File: config.mk
export PLATFORM = sky130hd
export DESIGN_NAME = gray_counter
export DESIGN_NICKNAME = d
export VERILOG_FILES = /design/src/rtl/gray_counter.sv
export SDC_FILE = /design/constraint.sdc
export NUM_CORES = 1
export LEC_CHECK = 0
export BUFFER_PORTS_ARGS = -buffer_cell sky130_fd_sc_hd__buf_2
export CAP_MARGIN = 0
export CORE_UTILIZATION = 60
export CTS_BUF_LIST = sky130_fd_sc_hd__clkbuf_4 sky130_fd_sc_hd__clkbuf_8
export DETAILED_ROUTE_END_ITERATION = 7
export MAX_ROUTING_LAYER = met4
export PLACE_DENSITY = 0.92
export SLEW_MARGIN = 20
export SYNTH_ARGS = -nofsm -noshare
export SYNTH_HDL_FRONTEND = slang
export SYNTH_SLANG_ARGS = --single-unit
File: constraint.sdc
create_clock -name clk -period 10.8 [get_ports clk]
set_input_delay 2.16 -clock clk [delete_from_list [all_inputs] [get_ports clk]]
set_output_delay 2.16 -clock clk [all_outputs]
set_load 0.1 [all_outputs]
File: src/rtl/gray_counter.sv
// Up/down binary counter with a registered Gray-code view and a one-entry
// valid/ready output stage; load overrides stepping, and wrap flags modular roll-over.
module gray_counter #(
  parameter int WIDTH = 32
) (
  input  logic             clk,
  input  logic             rst,
  input  logic             en,
  input  logic             up_dn,
  input  logic             load,
  input  logic [WIDTH-1:0] load_val,
  output logic             en_ready,
  output logic             out_valid,
  input  logic             out_ready,
  output logic [WIDTH-1:0] bin_out,
  output logic [WIDTH-1:0] gray_out,
  output logic             wrap
);

  localparam logic [WIDTH-1:0] ALL_ONES = {WIDTH{1'b1}};
  localparam logic [WIDTH-1:0] ALL_ZERO = {WIDTH{1'b0}};
  localparam logic [WIDTH-1:0] ONE      = {{(WIDTH-1){1'b0}}, 1'b1};

  logic [WIDTH-1:0] bin_reg,  bin_next;
  logic [WIDTH-1:0] gray_reg, gray_next;
  logic             valid_reg, valid_next;
  logic             wrap_reg,  wrap_next;
  logic             step;

  // The output stage can take a new value when empty or being drained this cycle.
  assign en_ready = !valid_reg || out_ready;
  assign step     = en && en_ready && !load;

  always_comb begin
    bin_next   = bin_reg;
    valid_next = valid_reg;
    wrap_next  = wrap_reg;
    if (load) begin
      bin_next   = load_val;
      valid_next = 1'b1;
      wrap_next  = 1'b0;
    end else if (step) begin
      valid_next = 1'b1;
      if (up_dn) begin
        bin_next  = bin_reg + ONE;
        wrap_next = (bin_reg == ALL_ONES);
      end else begin
        bin_next  = bin_reg - ONE;
        wrap_next = (bin_reg == ALL_ZERO);
      end
    end else if (valid_reg && out_ready) begin
      valid_next = 1'b0;
      wrap_next  = 1'b0;
    end else if (!valid_reg) begin
      wrap_next = 1'b0;
    end
    // Stalled (valid && !ready): everything above keeps its held value.
  end

  // Gray code is derived from the next binary value so both registers update together.
  generate
    for (genvar gi = 0; gi < WIDTH - 1; gi++) begin : g_gray
      assign gray_next[gi] = bin_next[gi] ^ bin_next[gi+1];
    end
  endgenerate
  assign gray_next[WIDTH-1] = bin_next[WIDTH-1];

  always_ff @(posedge clk) begin
    if (rst) begin
      bin_reg   <= ALL_ZERO;
      gray_reg  <= ALL_ZERO;
      valid_reg <= 1'b0;
      wrap_reg  <= 1'b0;
    end else begin
      bin_reg   <= bin_next;
      gray_reg  <= gray_next;
      valid_reg <= valid_next;
      wrap_reg  <= wrap_next;
    end
  end

  assign bin_out   = bin_reg;
  assign gray_out  = gray_reg;
  assign out_valid = valid_reg;
  assign wrap      = wrap_reg;

endmodule
==> impl_metrics.prom, run 1 <==
# TYPE chip_impl_metric gauge
chip_impl_info{name="min_from",value="out_valid"} 1
chip_impl_metric{name="power.leakage",unit="µW"} 0.002418
chip_impl_metric{name="clk_pin_slew",unit="ps"} 70
chip_impl_info{name="unrepaired_setup_endpoints_after_global_routing",value="false"} 1
chip_impl_metric{name="grt_first_pass_wirelength",unit="µm"} 23160
chip_impl_metric{name="largest_reg_flops",unit=""} 32
chip_impl_metric{name="floorplan.initialDensity",unit=""} 0.6162
chip_impl_metric{name="cts_buffers",unit=""} 9
chip_impl_metric{name="adder_cell_fraction_of_synth_area",unit=""} 0.08347
chip_impl_metric{name="ff2ff_path_depth",unit=""} 11
chip_impl_info{name="worst_setup_path_startpoint",value="up_dn"} 1
chip_impl_metric{name="netlist.area_leader.share",unit=""} 0.2747
chip_impl_metric{name="die_width",unit="µm"} 90.86
chip_impl_metric{name="crit_fanout",unit=""} 32
chip_impl_metric{name="r2r_setup_slk",unit="ps"} 7410
chip_impl_metric{name="syn_area_per_cell",unit="µm²"} 7.804
chip_impl_metric{name="ctsHoldBuffers",unit=""} 0
chip_impl_metric{name="synth-xor-area-share",unit=""} 0.06656
chip_impl_metric{name="synth_cell_types",unit=""} 75
chip_impl_info{name="ys.flop_type",value="sky130_fd_sc_hd__dfxtp_1"} 1
chip_impl_metric{name="grt_util_met1",unit=""} 0.4997
chip_impl_metric{name="pwr-share-seq",unit=""} 0.300
chip_impl_metric{name="final_antenna_net_count",unit=""} 0
chip_impl_metric{name="resized_after_cts",unit=""} 0
chip_impl_metric{name="fraction_of_synthesized_area_in_multiplexers",unit=""} 0.01347
chip_impl_metric{name="via_count_of_the_first_global_routing_pass",unit=""} 4569
chip_impl_metric{name="layout.nets",unit=""} 761
chip_impl_info{name="timing.critical_path.slowest_stage_cell",value="sky130_fd_sc_hd__ha_1"} 1
chip_impl_metric{name="fmaxAchievable",unit="GHz"} 0.1931
chip_impl_metric{name="ys_seq_elements",unit=""} 65
chip_impl_metric{name="portBuffers",unit=""} 104
chip_impl_metric{name="mappedNetlistArea",unit="µm²"} 4737
chip_impl_metric{name="placement.cell_area",unit="µm²"} 5276
chip_impl_metric{name="yosys_warnings",unit=""} 0
chip_impl_metric{name="grt.met2_usage",unit=""} 0.5461
chip_impl_metric{name="cts_max_path_buffers",unit=""} 2
chip_impl_metric{name="track_usage",unit=""} 0.3656
chip_impl_metric{name="fin_skew",unit="ps"} 9.548
chip_impl_metric{name="post-route-drc-count",unit=""} 0
chip_impl_metric{name="hpwl",unit="µm"} 10840
chip_impl_metric{name="die_h",unit="µm"} 90.86
chip_impl_metric{name="firstDrtPassIters",unit=""} 5
chip_impl_metric{name="vias",unit=""} 4945
chip_impl_info{name="critical_path_cell_sequence",value="buf_2 -> inv_1 -> buf_4 -> ha_1 -> a21oi_1 -> o21ai_1 -> a221oi_1 -> o31ai_1 -> a31oi_4 -> a21oi_2 -> xor2_1 -> a221o_1 -> mux2_1"} 1
chip_impl_info{name="post_synth_most_frequent_cells",value="sky130_fd_sc_hd__nor2_1 (73), sky130_fd_sc_hd__dfxtp_1 (65), sky130_fd_sc_hd__nand2_1 (49), sky130_fd_sc_hd__a21oi_1 (47), sky130_fd_sc_hd__xnor2_1 (32)"} 1
chip_impl_metric{name="ys_async_sr_fraction",unit=""} 0
chip_impl_metric{name="finalSetupViolCount",unit=""} 0
chip_impl_metric{name="antennaDiodeCount",unit=""} 0
chip_impl_metric{name="cts_post_setup_buffers_inserted",unit=""} 0
chip_impl_metric{name="clock-sinks",unit=""} 65
chip_impl_info{name="top_usage_layer",value="met2"} 1
chip_impl_metric{name="synthesized_area_fraction_occupied_by_and_or_nand_nor_cells",unit=""} 0.2618
chip_impl_metric{name="placeableCoreArea",unit="µm²"} 7687
chip_impl_metric{name="vdd_drop_max",unit="µV"} 141.2
chip_impl_metric{name="routed_via_density",unit=""} 6.189
chip_impl_metric{name="clkLatencyLatePin",unit="ps"} 340
chip_impl_info{name="dominant_combinational_cell_family_by_area_after_synthesis",value="simple AND/OR/NAND/NOR gates"} 1
chip_impl_metric{name="maximum_number_of_pins_on_one_net_before_global_route_repair",unit=""} 66
chip_impl_metric{name="clock_power_share",unit=""} 0.221
chip_impl_info{name="clk_root_buffer_cell",value="sky130_fd_sc_hd__clkbuf_8"} 1
chip_impl_metric{name="gr-total-overflow",unit=""} 0
chip_impl_info{name="outcome",value="completed"} 1
chip_impl_info{name="worst_hold_path_type",value="register to register"} 1
chip_impl_info{name="worstReg2RegStart",value="bin_out[0]"} 1
chip_impl_metric{name="compound_gate_fraction_of_synth_area",unit=""} 0.2581
chip_impl_metric{name="setup-tns-final",unit="ps"} 0
chip_impl_metric{name="detail_route.wirelength",unit="µm"} 14700
chip_impl_metric{name="final.period_utilization",unit=""} 0.4794
chip_impl_metric{name="p_int",unit="µW"} 492.8
chip_impl_metric{name="top_level_ports",unit=""} 105
chip_impl_metric{name="cts_htree_levels",unit=""} 3
chip_impl_metric{name="drive_gt1_frac",unit=""} 0.2109
chip_impl_metric{name="combPwrFrac",unit=""} 0.480
chip_impl_metric{name="final_hold_violation_count",unit=""} 0
chip_impl_info{name="post-synth-top-count-cell",value="sky130_fd_sc_hd__nor2_1"} 1
chip_impl_metric{name="cap_violations",unit=""} 0
chip_impl_info{name="critical_path.reg2reg.endpoint",value="gray_out[21]"} 1
chip_impl_metric{name="use_met3",unit=""} 0.06481
chip_impl_metric{name="net_sw_frac",unit=""} 0.4937
chip_impl_info{name="path_class",value="input port to register"} 1
chip_impl_metric{name="detailedRoute.firstIterationViolations",unit=""} 425
chip_impl_info{name="ys_top_cells_by_area",value="sky130_fd_sc_hd__dfxtp_1 (27%), sky130_fd_sc_hd__ha_1 (7.9%), sky130_fd_sc_hd__xnor2_1 (5.9%)"} 1
chip_impl_metric{name="design_area",unit="µm²"} 5479
chip_impl_metric{name="placement_rows",unit=""} 32
chip_impl_metric{name="worstPathRequired",unit="ps"} 11020
chip_impl_metric{name="gp_congestion",unit=""} 0.9815
chip_impl_metric{name="design.die.area",unit="µm²"} 8255
chip_impl_info{name="netlist.top_cell.by_area",value="sky130_fd_sc_hd__dfxtp_1"} 1
chip_impl_metric{name="critPathArrivalTime",unit="ps"} 5400
chip_impl_metric{name="relSlewSlack",unit=""} 0.5122
chip_impl_metric{name="pwr_density_cell",unit="nW/µm²"} 177.7
chip_impl_info{name="critical_path.endpoint_type",value="register"} 1
chip_impl_metric{name="filler_cell_count",unit=""} 645
chip_impl_metric{name="transition_time_at_the_pin_with_the_least_slew_margin",unit="ps"} 724.1
chip_impl_metric{name="post_synth_inst_count",unit=""} 607
chip_impl_metric{name="timing.critical_path.slowest_cell_delay",unit="ps"} 400
chip_impl_info{name="startpoint_type",value="input port"} 1
chip_impl_metric{name="synth_seq_area_share",unit=""} 0.2747
chip_impl_metric{name="net-switching-power",unit="µW"} 480.6
chip_impl_metric{name="synth.net_count",unit=""} 676
chip_impl_info{name="tritoncts",value="yes"} 1
chip_impl_metric{name="syn_to_final_growth",unit="%"} 15.66
chip_impl_metric{name="synth_edf_count",unit=""} 0
chip_impl_info{name="endpoint",value="gray_out[28]"} 1
chip_impl_metric{name="wl_per_instance",unit="µm"} 18.40
chip_impl_metric{name="antenna_found_initial",unit=""} 0
chip_impl_metric{name="min_period",unit="ps"} 5178
chip_impl_metric{name="report.final.slew_viol_count",unit=""} 0
[per-stage QoR]
stage | total power [µW] | hold WS (ps) | setup WS [ps] | cells | util
3_5_place_dp | 758.4 | 602.7 | 5365 | 783 | 0.6864
4_1_cts | 971.6 | 612.2 | 5702 | 799 | 0.7124
6_report | 973.4 | 628.4 | 5622 | 799 | 0.7127
2_1_floorplan | 673.7 | 1034 | 5451 | 607 | -
3_3_place_gp | 751.3 | 563.5 | 5410 | 783 | 0.6864
5_1_grt | 1013 | 662.8 | 5480 | 799 | 0.7127
[cell families after synthesis]
group	Yosys count
DFF	65
adders and majority gates	31
buffers and inverters	49
AOI/OAI and AO/OA	172
muxes	6
xor gates and xnor gates	36
and+or+nand+nor	248
[cell usage in the layout, fill, tap and decap left out, types with 4 or more instances in the layout]
cell	instances
sky130_fd_sc_hd__nand2b_1	4
sky130_fd_sc_hd__o21a_1	13
sky130_fd_sc_hd__a211oi_1	4
sky130_fd_sc_hd__o211ai_1	6
sky130_fd_sc_hd__nor2b_1	10
sky130_fd_sc_hd__and2_1	5
sky130_fd_sc_hd__nor2_1	73
sky130_fd_sc_hd__ha_1	30
sky130_fd_sc_hd__nand2_1	49
sky130_fd_sc_hd__clkbuf_8	10
sky130_fd_sc_hd__xor2_1	4
sky130_fd_sc_hd__a21o_1	8
sky130_fd_sc_hd__o31ai_1	7
sky130_fd_sc_hd__nand3_1	18
sky130_fd_sc_hd__dfxtp_1	65
sky130_fd_sc_hd__buf_4	6
sky130_fd_sc_hd__nor4_1	12
sky130_fd_sc_hd__a21oi_1	47
sky130_fd_sc_hd__a21oi_2	4
sky130_fd_sc_hd__nand4_1	15
sky130_fd_sc_hd__buf_2	103
sky130_fd_sc_hd__xnor2_1	32
sky130_fd_sc_hd__a31oi_1	5
sky130_fd_sc_hd__o21ai_1	6
sky130_fd_sc_hd__and3_1	17
sky130_fd_sc_hd__inv_1	14
sky130_fd_sc_hd__nor3_1	25
sky130_fd_sc_hd__o21ai_0	28
sky130_fd_sc_hd__o21bai_1	8
[layout make-up]
type / instances / area [µm²] / area share
multi-input cells: 493 / 3237 / 0.5908
flip-flops and latches: 65 / 1301 / 0.2375
repair buffers: 109 / 560.5 / 0.1023
clock buffers: 11 / 145.1 / 0.02649
well taps: 102 / 127.6 / 0.02329
clock inverters: 5 / 55.05 / 0.01005
inverters: 14 / 52.55 / 0.009591
[worst min path at each step]
stage | end | slack (ps) | cells after the start
2_1_floorplan | wrap | 1030 | 4
3_3_place_gp | out_valid | 560 | 2
3_5_place_dp | out_valid | 600 | 2
4_1_cts | out_valid | 610 | 2
5_1_grt | out_valid | 660 | 2
6_report | out_valid | 630 | 2
[critical path: cells and delay by family]
| family | cells | cell delay (ps) |
|---|---|---|
| compound gates | 7 | 1750 |
| xor+xnor | 1 | 160 |
| fa+ha+maj | 1 | 400 |
| buf+inv | 3 | 580 |
| mux | 1 | 340 |
[power groups by stage]
| stage | Clock (µW) | Combinational, µW | Sequential, µW |
|---|---|---|---|
| global route | 228 | 491 | 294 |
| finish | 215 | 467 | 292 |
| floorplan | 0 | 184 | 489 |
| global placement | 0 | 457 | 294 |
| detailed placement | 0 | 462 | 296 |
| CTS | 218 | 463 | 291 |
[routing by layer]
metal | vias up | routed length, µm
li1 | 2399 | -
met1 | 2303 | 6690
met2 | 215 | 6600
met3 | 28 | 1112
met4 | 0 | 299
met5 | - | 0
No activity file was read; power rests on OpenSTA's default activity.
==> inputs of run 2 (changes only) <==
--- a/config.mk
+++ b/config.mk
@@ -7,11 +7,11 @@
 export LEC_CHECK = 0
 export BUFFER_PORTS_ARGS = -buffer_cell sky130_fd_sc_hd__buf_2
 export CAP_MARGIN = 0
-export CORE_UTILIZATION = 60
+export CORE_UTILIZATION = 57
 export CTS_BUF_LIST = sky130_fd_sc_hd__clkbuf_4 sky130_fd_sc_hd__clkbuf_8
 export DETAILED_ROUTE_END_ITERATION = 7
 export MAX_ROUTING_LAYER = met4
-export PLACE_DENSITY = 0.92
+export PLACE_DENSITY = 0.88
 export SLEW_MARGIN = 20
 export SYNTH_ARGS = -nofsm -noshare
 export SYNTH_HDL_FRONTEND = slang
==> constraint.sdc (replaced) <==
create_clock -name clk -period 5.4 [get_ports clk]
set_input_delay 1.08 -clock clk [delete_from_list [all_inputs] [get_ports clk]]
set_output_delay 1.08 -clock clk [all_outputs]
set_load 0.1 [all_outputs]
==> run 2 against run 1 <==
Net effect: sequential share of layout area barely moved; clock skew barely moved; via count shrank 0.18%; hold slack worse by 19 ps; critical path type unchanged; wire length is 0.59% lower; combinational power is 100% higher; critical path depth did not move; non-clock buffer count rose by 1; die area is 5.1% higher; setup slack worse by 4400 ps; design area increased by 0.11%; critical endpoint is now gray_out[24]; count of clock-buffer cells in the layout up 1.
==> impl_metrics.prom, run 2 (synthesis results as in run 1) <==
# TYPE chip_impl_metric gauge
chip_impl_metric{name="gr-total-overflow",unit=""} 0
chip_impl_metric{name="die_h",unit="µm"} 93.16
chip_impl_metric{name="report.final.slew_viol_count",unit=""} 0
chip_impl_metric{name="portBuffers",unit=""} 104
chip_impl_metric{name="timing.critical_path.slowest_cell_delay",unit="ps"} 500
chip_impl_metric{name="cts_max_path_buffers",unit=""} 2
chip_impl_metric{name="clk_pin_slew",unit="ps"} 80
chip_impl_metric{name="power.leakage",unit="µW"} 0.002430
chip_impl_metric{name="firstDrtPassIters",unit=""} 7
chip_impl_metric{name="pwr_density_cell",unit="nW/µm²"} 355.3
chip_impl_info{name="outcome",value="completed"} 1
chip_impl_info{name="commonest_non_fill_non_tap_cell_in_the_layout",value="sky130_fd_sc_hd__buf_2"} 1
chip_impl_info{name="min_from",value="out_valid"} 1
chip_impl_metric{name="largest_reg_flops",unit=""} 32
chip_impl_info{name="worst_hold_path_type",value="register to register"} 1
chip_impl_info{name="mostFrequentLayoutCells",value="sky130_fd_sc_hd__buf_2 (103), sky130_fd_sc_hd__nor2_1 (73), sky130_fd_sc_hd__dfxtp_1 (65)"} 1
chip_impl_metric{name="transition_time_at_the_pin_with_the_least_slew_margin",unit="ps"} 771.3
chip_impl_metric{name="vias",unit=""} 4936
chip_impl_metric{name="cts_post_setup_buffers_inserted",unit=""} 0
chip_impl_metric{name="r2r_setup_slk",unit="ps"} 2020
chip_impl_metric{name="maximum_number_of_pins_on_one_net_before_global_route_repair",unit=""} 66
chip_impl_metric{name="finalSetupViolCount",unit=""} 0
chip_impl_info{name="tritoncts",value="yes"} 1
chip_impl_metric{name="relSlewSlack",unit=""} 0.4804
chip_impl_metric{name="top_level_ports",unit=""} 105
chip_impl_metric{name="wl_per_instance",unit="µm"} 18.29
chip_impl_metric{name="worstPathRequired",unit="ps"} 5610
chip_impl_metric{name="crit_fanout",unit=""} 17
chip_impl_metric{name="gp_congestion",unit=""} 0.9934
chip_impl_info{name="hold-path-endpoint",value="out_valid"} 1
chip_impl_metric{name="syn_to_final_growth",unit="%"} 15.80
chip_impl_metric{name="antenna_found_initial",unit=""} 0
chip_impl_metric{name="clock-sinks",unit=""} 65
chip_impl_metric{name="filler_cell_count",unit=""} 678
chip_impl_metric{name="placement_rows",unit=""} 32
chip_impl_metric{name="die_width",unit="µm"} 93.16
chip_impl_metric{name="grt_first_pass_wirelength",unit="µm"} 22850
chip_impl_metric{name="post-route-drc-count",unit=""} 0
chip_impl_metric{name="critPathArrivalTime",unit="ps"} 4370
chip_impl_metric{name="ff2ff_path_depth",unit=""} 11
chip_impl_info{name="path_class",value="input port to register"} 1
chip_impl_metric{name="ctsHoldBuffers",unit=""} 0
chip_impl_info{name="critical_path_cell_sequence",value="buf_2 -> inv_1 -> buf_4 -> ha_1 -> nand4_1 -> nor3_1 -> o211a_1 -> or2_1 -> o2111ai_2 -> a2111oi_1 -> nor3b_2 -> xnor2_1 -> nor2_1"} 1
chip_impl_metric{name="layout.nets",unit=""} 762
chip_impl_metric{name="via_count_of_the_first_global_routing_pass",unit=""} 4563
chip_impl_metric{name="fin_skew",unit="ps"} 9.476
chip_impl_metric{name="min_period",unit="ps"} 4158
chip_impl_info{name="timing.critical_path.slowest_stage_cell",value="sky130_fd_sc_hd__a2111oi_1"} 1
chip_impl_metric{name="resized_after_cts",unit=""} 0
chip_impl_metric{name="clkLatencyLatePin",unit="ps"} 350
chip_impl_info{name="unrepaired_setup_endpoints_after_global_routing",value="false"} 1
chip_impl_metric{name="final_antenna_net_count",unit=""} 0
chip_impl_metric{name="hpwl",unit="µm"} 10950
chip_impl_info{name="worstReg2RegStart",value="bin_out[0]"} 1
chip_impl_metric{name="design.die.area",unit="µm²"} 8679
chip_impl_metric{name="placeableCoreArea",unit="µm²"} 7888
chip_impl_metric{name="routed_via_density",unit=""} 6.178
chip_impl_info{name="critical_path.reg2reg.endpoint",value="gray_out[21]"} 1
chip_impl_metric{name="final.period_utilization",unit=""} 0.7699
chip_impl_metric{name="track_usage",unit=""} 0.3455
chip_impl_metric{name="setup-tns-final",unit="ps"} 0
chip_impl_metric{name="final_hold_violation_count",unit=""} 0
chip_impl_metric{name="floorplan.initialDensity",unit=""} 0.6006
chip_impl_metric{name="vdd_drop_max",unit="µV"} 255.4
chip_impl_metric{name="detail_route.wirelength",unit="µm"} 14620
chip_impl_info{name="critical_path.endpoint_type",value="register"} 1
chip_impl_info{name="clk_root_buffer_cell",value="sky130_fd_sc_hd__clkbuf_8"} 1
chip_impl_metric{name="cap_violations",unit=""} 0
chip_impl_metric{name="timing.hold.worst_path_depth",unit=""} 2
chip_impl_info{name="startpoint_type",value="input port"} 1
chip_impl_metric{name="antennaDiodeCount",unit=""} 0
chip_impl_metric{name="total_power",unit="µW"} 1949
chip_impl_metric{name="fmaxAchievable",unit="GHz"} 0.2405
chip_impl_metric{name="detailedRoute.firstIterationViolations",unit=""} 330
chip_impl_metric{name="cts_htree_levels",unit=""} 3
chip_impl_metric{name="drive_gt1_frac",unit=""} 0.2109
chip_impl_metric{name="cts_buffers",unit=""} 9
-- run 2: cell count changes in the layout (fill, tap and decap cells not counted) --
| cell | delta |
|---|---|
| sky130_fd_sc_hd__clkbuf_8 | +1 |
| sky130_fd_sc_hd__clkinvlp_4 | -2 |
| sky130_fd_sc_hd__buf_4 | +1 |
-- run 2: metrics by stage --
stage / instance area (µm²) / utilization / worst slack [ps] / hold WS, ps / std cells
final: 5485 / 0.6954 / 1242 / 609.6 / 799
after global routing: 5485 / 0.6954 / 960.7 / 643.4 / 799
after CTS: 5483 / 0.6951 / 1313 / 599.3 / 799
after detailed placement: 5284 / 0.6699 / 972.2 / 588.3 / 784
after global placement: 5284 / 0.6699 / 1083 / 571.5 / 784
after floorplan: 4737 / - / 1401 / 1034 / 607
-- run 2: how the worst max path moves through the flow --
| stage | start | endpoint | depth (start not counted) |
|---|---|---|---|
| after global routing | up_dn | gray_out[24] | 13 |
| final | up_dn | gray_out[24] | 13 |
| after detailed placement | up_dn | gray_out[24] | 13 |
| after CTS | up_dn | gray_out[24] | 13 |
| after global placement | up_dn | gray_out[27] | 13 |
| after floorplan | up_dn | gray_out[27] | 11 |
-- run 2: area by class of cell --
class	count	area, µm²	area share
clock buffers	12	158.9	0.02897
clock inverters	3	40.04	0.007299
flip-flops and latches	65	1301	0.2372
well taps	102	127.6	0.02327
multi-input cells	493	3237	0.5901
repair buffers	110	568.0	0.1036
inverters	14	52.55	0.009580
-- run 2: report_power, final --
group / leakage [µW] / switching (µW) / internal, µW / total, µW
logic: 0.00178 / 715 / 222 / 937
clock network: 0.000106 / 191 / 240 / 431
registers: 0.000540 / 45.7 / 535 / 581
-- run 2: routing by layer --
metal,GRT usage,vias up,part of all wire
met4,0.09744,0,0.017
met5,-,-,0
met1,0.4768,2319,0.46
met2,0.5245,192,0.45
li1,-,2401,-
met3,0.05122,24,0.071
-- run 2: critical path: cells and delay by family --
family / cells / cell delay (ps)
adder cells (fa/ha/maj): 1 / 350
XOR/XNOR: 1 / 190
AND/OR/NAND/NOR: 5 / 870
AO/OA/AOI/OAI: 3 / 870
buffers and inverters: 3 / 980
